**config.mk**
```make
export PLATFORM = sky130hd
export DESIGN_NAME = wallace_mul_pipe
export DESIGN_NICKNAME = d
export VERILOG_FILES = /design/src/rtl/mul_pkg.sv /design/src/rtl/full_adder.sv /design/src/rtl/half_adder.sv /design/src/rtl/wallace_csa_tree.sv /design/src/rtl/wallace_mul_pipe.sv
export SDC_FILE = /design/constraint.sdc
export NUM_CORES = 1
export LEC_CHECK = 0
export CELL_PAD_IN_SITES_DETAIL_PLACEMENT = 1
export CELL_PAD_IN_SITES_GLOBAL_PLACEMENT = 1
export CORE_ASPECT_RATIO = 1.4
export CORE_MARGIN = 2
export CORE_UTILIZATION = 48
export CTS_BUF_LIST = sky130_fd_sc_hd__clkbuf_2
export DETAILED_ROUTE_END_ITERATION = 8
export MAX_ROUTING_LAYER = met4
export PLACE_DENSITY = 0.8
export SETUP_SLACK_MARGIN = 0.5
export SYNTH_ARGS = -nofsm -noshare
export SYNTH_HDL_FRONTEND = slang
export SYNTH_SLANG_ARGS = --single-unit
```
**constraint.sdc**
```tcl
create_clock -name clk -period 3.95 [get_ports clk]
set_input_delay 0.79 -clock clk [delete_from_list [all_inputs] [get_ports clk]]
set_output_delay 0.79 -clock clk [all_outputs]
set_load 0.005 [all_outputs]
```
**src/rtl/mul_pkg.sv**
```systemverilog
// Shared definitions for the pipelined multiplier family: mode encoding, latency,
// and elaboration-time helpers that size the carry-save reduction tree.
package mul_pkg;

  localparam logic MODE_UNSIGNED = 1'b0;
  localparam logic MODE_SIGNED   = 1'b1;

  localparam int unsigned MUL_LATENCY   = 3;
  localparam int unsigned MUL_WIDTH_MIN = 4;
  localparam int unsigned MUL_WIDTH_MAX = 32;

  // Rows left after lvl layers of 3:2 compression, starting from n0 rows.
  function automatic int unsigned csa_rows_after(int unsigned n0, int unsigned lvl);
    int unsigned n;
    n = n0;
    for (int unsigned i = 0; i < lvl; i++) begin
      n = 2 * (n / 3) + (n % 3);
    end
    return n;
  endfunction

  // Number of compression layers needed to reach two rows.
  function automatic int unsigned csa_levels(int unsigned n0);
    int unsigned n;
    int unsigned l;
    n = n0;
    l = 0;
    while (n > 2) begin
      n = 2 * (n / 3) + (n % 3);
      l++;
    end
    return l;
  endfunction

  // Index of the first row of layer lvl inside the flattened row store.
  function automatic int unsigned csa_row_offset(int unsigned n0, int unsigned lvl);
    int unsigned off;
    off = 0;
    for (int unsigned i = 0; i < lvl; i++) begin
      off += csa_rows_after(n0, i);
    end
    return off;
  endfunction

endpackage

```
**src/rtl/full_adder.sv**
```systemverilog
// Single-bit 3:2 compressor cell.
module full_adder (
  input  logic a_i,
  input  logic b_i,
  input  logic c_i,
  output logic s_o,
  output logic co_o
);

  assign s_o  = a_i ^ b_i ^ c_i;
  assign co_o = (a_i & b_i) | (c_i & (a_i ^ b_i));

endmodule

```
**src/rtl/half_adder.sv**
```systemverilog
// Single-bit 2:2 compressor cell.
module half_adder (
  input  logic a_i,
  input  logic b_i,
  output logic s_o,
  output logic co_o
);

  assign s_o  = a_i ^ b_i;
  assign co_o = a_i & b_i;

endmodule

```
**src/rtl/wallace_csa_tree.sv**
```systemverilog
// Combinational Wallace reduction of a WIDTH x WIDTH partial-product array to sum/carry
// rows, with Baugh-Wooley correction applied when sgn_i is set.
module wallace_csa_tree
  import mul_pkg::*;
#(
  parameter int unsigned WIDTH = 8
) (
  input  logic [WIDTH-1:0][WIDTH-1:0] pp_i,   // pp_i[i][j] = a[j] & b[i]
  input  logic                        sgn_i,
  output logic [2*WIDTH-1:0]          sum_o,
  output logic [2*WIDTH-1:0]          carry_o
);

  localparam int unsigned P     = 2 * WIDTH;
  localparam int unsigned N0    = WIDTH + 1;  // WIDTH shifted rows plus one constant row
  localparam int unsigned NLEV  = csa_levels(N0);
  localparam int unsigned LAST  = csa_row_offset(N0, NLEV);
  localparam int unsigned TOTAL = LAST + 2;

  logic [P-1:0] row0 [N0];
  logic [P-1:0] rows [TOTAL];

  // Baugh-Wooley: cross terms of the sign row/column are inverted, the corner term is not.
  always_comb begin
    for (int i = 0; i < WIDTH; i++) begin
      row0[i] = '0;
      for (int j = 0; j < WIDTH; j++) begin
        row0[i][i+j] = pp_i[i][j] ^ (sgn_i & ((i == WIDTH - 1) != (j == WIDTH - 1)));
      end
    end
    row0[WIDTH]        = '0;
    row0[WIDTH][WIDTH] = sgn_i;
    row0[WIDTH][P-1]   = sgn_i;
  end

  for (genvar r = 0; r < N0; r++) begin : g_row0
    assign rows[r] = row0[r];
  end

  for (genvar l = 0; l < NLEV; l++) begin : g_lvl
    localparam int unsigned N  = csa_rows_after(N0, l);
    localparam int unsigned OI = csa_row_offset(N0, l);
    localparam int unsigned OO = csa_row_offset(N0, l + 1);
    localparam int unsigned G  = N / 3;

    for (genvar g = 0; g < G; g++) begin : g_fa
      logic [P-1:0] s;
      logic [P-2:0] c;
      for (genvar k = 0; k < P - 1; k++) begin : g_bit
        full_adder u_fa (
          .a_i  (rows[OI+3*g][k]),
          .b_i  (rows[OI+3*g+1][k]),
          .c_i  (rows[OI+3*g+2][k]),
          .s_o  (s[k]),
          .co_o (c[k])
        );
      end
      // Carry out of the top column falls outside the modulo-2^P result.
      assign s[P-1] = rows[OI+3*g][P-1] ^ rows[OI+3*g+1][P-1] ^ rows[OI+3*g+2][P-1];
      assign rows[OO+2*g]   = s;
      assign rows[OO+2*g+1] = {c, 1'b0};
    end

    if (N % 3 == 1) begin : g_pass
      assign rows[OO+2*G] = rows[OI+3*G];
    end else if (N % 3 == 2) begin : g_ha
      logic [P-1:0] s;
      logic [P-2:0] c;
      for (genvar k = 0; k < P - 1; k++) begin : g_bit
        half_adder u_ha (
          .a_i  (rows[OI+3*G][k]),
          .b_i  (rows[OI+3*G+1][k]),
          .s_o  (s[k]),
          .co_o (c[k])
        );
      end
      assign s[P-1] = rows[OI+3*G][P-1] ^ rows[OI+3*G+1][P-1];
      assign rows[OO+2*G]   = s;
      assign rows[OO+2*G+1] = {c, 1'b0};
    end
  end

  assign sum_o   = rows[LAST];
  assign carry_o = rows[LAST+1];

endmodule

```
**src/rtl/wallace_mul_pipe.sv**
```systemverilog
// Three-stage pipelined Wallace-tree multiplier (unsigned or signed per operation) with
// valid/ready handshakes on both sides and full back-pressure.
module wallace_mul_pipe
  import mul_pkg::*;
#(
  parameter int unsigned WIDTH = 8,
  parameter int unsigned TAG_W = 4
) (
  input  logic               clk,
  input  logic               rst_n,
  input  logic               in_valid,
  output logic               in_ready,
  input  logic [WIDTH-1:0]   in_a,
  input  logic [WIDTH-1:0]   in_b,
  input  logic               in_signed,
  input  logic [TAG_W-1:0]   in_tag,
  output logic               out_valid,
  input  logic               out_ready,
  output logic [2*WIDTH-1:0] out_prod,
  output logic [TAG_W-1:0]   out_tag
);

  localparam int unsigned PW = 2 * WIDTH;

  if (WIDTH < MUL_WIDTH_MIN || WIDTH > MUL_WIDTH_MAX) begin : g_bad_width
    $error("wallace_mul_pipe: WIDTH must lie in 4..32");
  end

  logic v1_q, v2_q, v3_q;
  logic v1_d, v2_d, v3_d;
  logic adv1, adv2, adv3, load1;

  logic [WIDTH-1:0] a_q, b_q;
  logic             sgn_q;
  logic [TAG_W-1:0] tag1_q, tag2_q, tag3_q;
  logic [PW-1:0]    sum_q, carry_q, prod_q;

  logic [WIDTH-1:0][WIDTH-1:0] pp;
  logic [PW-1:0]               sum_d, carry_d, prod_d;

  // Ready ripples back from out_ready through the chain; there is no skid buffer.
  always_comb begin
    adv3     = v3_q & out_ready;
    adv2     = v2_q & (~v3_q | adv3);
    adv1     = v1_q & (~v2_q | adv2);
    in_ready = ~v1_q | adv1;
    load1    = in_valid & in_ready;
    v1_d     = load1 | (v1_q & ~adv1);
    v2_d     = adv1 | (v2_q & ~adv2);
    v3_d     = adv2 | (v3_q & ~adv3);
  end

  always_comb begin
    for (int i = 0; i < WIDTH; i++) begin
      pp[i] = a_q & {WIDTH{b_q[i]}};
    end
  end

  wallace_csa_tree #(
    .WIDTH (WIDTH)
  ) u_tree (
    .pp_i    (pp),
    .sgn_i   (sgn_q == MODE_SIGNED),
    .sum_o   (sum_d),
    .carry_o (carry_d)
  );

  assign prod_d = sum_q + carry_q;

  always_ff @(posedge clk or negedge rst_n) begin
    if (!rst_n) begin
      v1_q    <= 1'b0;
      v2_q    <= 1'b0;
      v3_q    <= 1'b0;
      a_q     <= '0;
      b_q     <= '0;
      sgn_q   <= MODE_UNSIGNED;
      tag1_q  <= '0;
      sum_q   <= '0;
      carry_q <= '0;
      tag2_q  <= '0;
      prod_q  <= '0;
      tag3_q  <= '0;
    end else begin
      v1_q <= v1_d;
      v2_q <= v2_d;
      v3_q <= v3_d;
      if (load1) begin
        a_q    <= in_a;
        b_q    <= in_b;
        sgn_q  <= in_signed;
        tag1_q <= in_tag;
      end
      if (adv1) begin
        sum_q   <= sum_d;
        carry_q <= carry_d;
        tag2_q  <= tag1_q;
      end
      if (adv2) begin
        prod_q <= prod_d;
        tag3_q <= tag2_q;
      end
    end
  end

  assign out_valid = v3_q;
  assign out_prod  = prod_q;
  assign out_tag   = tag3_q;

endmodule

```
==> results.txt <==
----------------------------------------------------
[Outcome]
  Result of the run ... finished, final reports clean

[Critical path]
  Cell at the slowest stage of the critical path ... dfrtp_1
  Sequence of cells on the critical path ... nand2_1, xor2_1, fa_1, fa_1, inv_1, fa_1, inv_1, fa_1, o21ai_0
  Worst Setup End Kind ... flop
  Required time of the critical path ... 4.43 ns
  Worst path top cell family by delay ... adder cells
  Critical Path Start Type ... flop
  Largest fanout on the critical path ... 9
  Signal arrival time at the worst endpoint ... 3.71 ns
  Cell repeated most along the worst path ... fa_1
  Critical path buffers and inverters ... 2
  Slowest cell delay on critical path ... 0.56 ns
  Critical setup path kind ... reg -> reg

[Synth]
  Proportion of register bits with asynchronous set or reset after synthesis ... 100%
  Combined area of all synthesized cells ... 4900 µm²
  Cell type with the largest total area after synthesis ... dfrtp_1
  Synthesized Nets ... 547
  Area share of the largest cell type after synthesis ... 38.3%
  Average instance area after synthesis ... 10.9 µm²
  Leading cell types by total area after synthesis ... dfrtp_1, fa_1, mux2_2, ha_1, nand2_1
  YS warnings ... 0
  Sequential element share of the synthesized area ... 38.3%
  Main flop type after synthesis ... dfrtp_1
  Number of enable flip-flop cells after synthesis ... 0
  Instance count of the mapped netlist ... 451
  Netlist cell types ... 41
  Flops & latches, synth ... 75

[Drt]
  Routed length per placed instance ... 16.1 µm
  Mean number of vias per cell ... 5.10
  DRT antenna net count ... 0
  Overall routed net length ... 10.1 mm
  Detailed router's first-iteration violation count ... 75
  First-pass iteration count of the detailed router ... 4
  Overall via count from detail_route ... 3207
  Number of design rule violations left after detail routing ... 0

[Pwr]
  Leakage power ... 0.00259 µW
  Design Power ... 3700 µW
  IR drop worst, VDD ... 0.197 mV
  Sw frac ... 41.0%
  Comb pwr share ... 54.6%
  Power density normalized to cell area ... 666 nW/µm²
  Switching power summed over all nets ... 1520 µW
  Internal power ... 2180 µW
  Sequential power share ... 32.8%
  Fraction of power consumed by the clock network ... 12.6%

[Clock network]
  Maximum level of the CTS H-tree ... 3
  CTS clock-pin slew for the worst setup and hold paths ... 0.24 ns
  Clock Root Buffer ... clkbuf_2
  Number of clock buffers inserted by TritonCTS ... 9
  Clock Sink Count ... 75
  Clk Latency, worst-skew pair ... 0.57 ns
  Total setup buffers inserted after CTS ... 0
  Hold-fix buffers at CTS ... 0
  Maximum buffer depth of the clock tree ... 2
  Clock tree from TritonCTS ... built
  Quantity of gates resized following cts ... 0

[Global routing]
  Vias in the first global route ... 3526
  Maximum number of pins on one net before global-route repair ... 76
  Number of antenna violations at the first check in global routing ... 1
  First-pass GRT wire length ... 16.9 mm
  Congestion Overflow GR ... 0
  Aggregate global-route resource usage ... 20.7%

[Finish]
  Fill cell count ... 1093
  Share of cells above drive strength 1 ... 14.8%
  Area added between synthesis and finish ... 13.3%
  Nets@finish ... 584

[Die]
  Die Footprint ... 11000 µm²
  Initial standard-cell utilization of the core ... 49.2%
  IO Count ... 47
  Chip width ... 89.4 µm
  Y dimension of the die ... 124 µm
  Placement row count ... 43
  Area of the core ... 9950 µm²

[Timing]
  Max Clock Skew ... 0.0164 ns
  Endpoints failing hold ... 0
  Final setup vio count ... 0
  Period Utilization, post-route ... 81.7%
  Time the worst path needs with I/O delays and setup ... 3.23 ns
  Slew of the pin with the lowest slew margin ... 0.944 ns
  Unrepaired setup endpoints after global routing ... no
  Worst rel slew slack ... 37.1%
  Setup tns final ... 0 ns
  Maximum clock frequency ... 310 MHz
  Max Slew Vio Count ... 0

[Placed design]
  Number of port buffers ... 46
  Post-detailed-placement half-perimeter wirelength ... 7.82 mm
  Routability congestion estimate ... 0.828

[Worst hold path]
  Tightest Hold Check Type ... in -> async

[Job]
  Maxcap violations ... 0

----------------------------------------------------
-- metrics by stage --
step                worst slack, ns  hold slack (ns)  utilization [%]  area [µm²]  instances
floorplan                     0.807            0.433                -        4900        451
global placement              0.799            0.446             54.5        5430        612
detailed placement            0.720            0.458             54.5        5430        612
CTS                           0.694            0.325             55.8        5550        628
global route                  0.537            0.371             55.8        5550        629
finish                        0.724            0.308             55.8        5550        629
-- power by group through the flow --
stage	clock network, µW	logic (µW)	registers, µW
final	465	2020	1210
after global routing	501	2330	1250
after CTS	479	2070	1220
after detailed placement	0	2060	1240
after global placement	0	1880	1210
after floorplan	0	1440	1160
-- worst paths after layout --
check	to	slack, ns	start	cells after the start
worst max-delay path	sum_q[7]	0.72	a_q[7]	9
worst min register to register	out_prod[1]	0.48	sum_q[1]	2
worst min-delay path	b_q[7]	0.31	rst_n	1
min in group clk	out_prod[1]	0.48	sum_q[1]	2
max in group asynchronous	out_tag[3]	3.02	rst_n	1
worst max register to register	sum_q[7]	0.72	a_q[7]	9
-- cells in the mapped netlist (all sizes together) (5+ instances only) --
cell    count
buf         9
dfrtp      75
fa         38
xnor2      15
a21oi       9
nand2b      6
ha         33
and2       23
o21ai      14
nand2      96
inv        35
nor2        5
clkbuf     14
mux2       46
xor2        5
-- routing by layer --
layer | wire length, µm | share of wire (%) | track usage [%] | vias to the layer above
met2 | 5540 | 55 | 35.8 | 35
li1 | - | - | - | 1529
met1 | 4180 | 41 | 24.2 | 1628
met3 | 201 | 2.0 | 2.80 | 15
met4 | 190 | 1.9 | 7.65 | 0
met5 | 0 | 0 | - | -
-- layout make-up --
type                       instances  area (µm²)  share of cell area, %
clock inverter                     7        76.3                   1.37
clock buffer                       9        45.0                  0.811
tap                              135         169                   3.04
antenna                            1        2.50                 0.0451
inverter                          35         131                   2.37
timing repair buffer              49         480                   8.65
multi-input combinational        318        2770                   49.9
sequential                        75        1880                   33.8
-- state kept, by name (all words and copies together) (netlist names) --
register / flops
out_prod: 16
sum_q: 16
carry_q: 11
a_q: 8
b_q: 8
out_tag: 4
tag1_q: 4
tag2_q: 4
out_valid: 1
sgn_q: 1
v1_q: 1
v2_q: 1
-- logic make-up (layout without fill, tap and decap cells) --
| group | count (synthesis) | after routing | share of synthesized area, % |
|---|---|---|---|
| simple gates | 144 | 144 | 13.5 |
| flops | 75 | 75 | 38.3 |
| fa+ha+maj | 71 | 71 | 23.9 |
| buf+inv | 58 | 100 | 5.16 |
| mux | 47 | 47 | 10.8 |
| compound gates | 36 | 36 | 4.75 |
| xor+xnor | 20 | 20 | 3.57 |
| other cells | 0 | 1 | 0 |
-- cells in the final DEF (no fill, tap or decap), types with 13 or more instances in the layout --
cell type / n
xnor2_1: 15
dfrtp_1: 75
and2_1: 22
inv_1: 35
mux2_2: 46
ha_1: 33
o21ai_0: 13
fa_1: 38
nand2_1: 95
clkdlybuf4s50_1: 45
(Power assumes the default switching activity.)
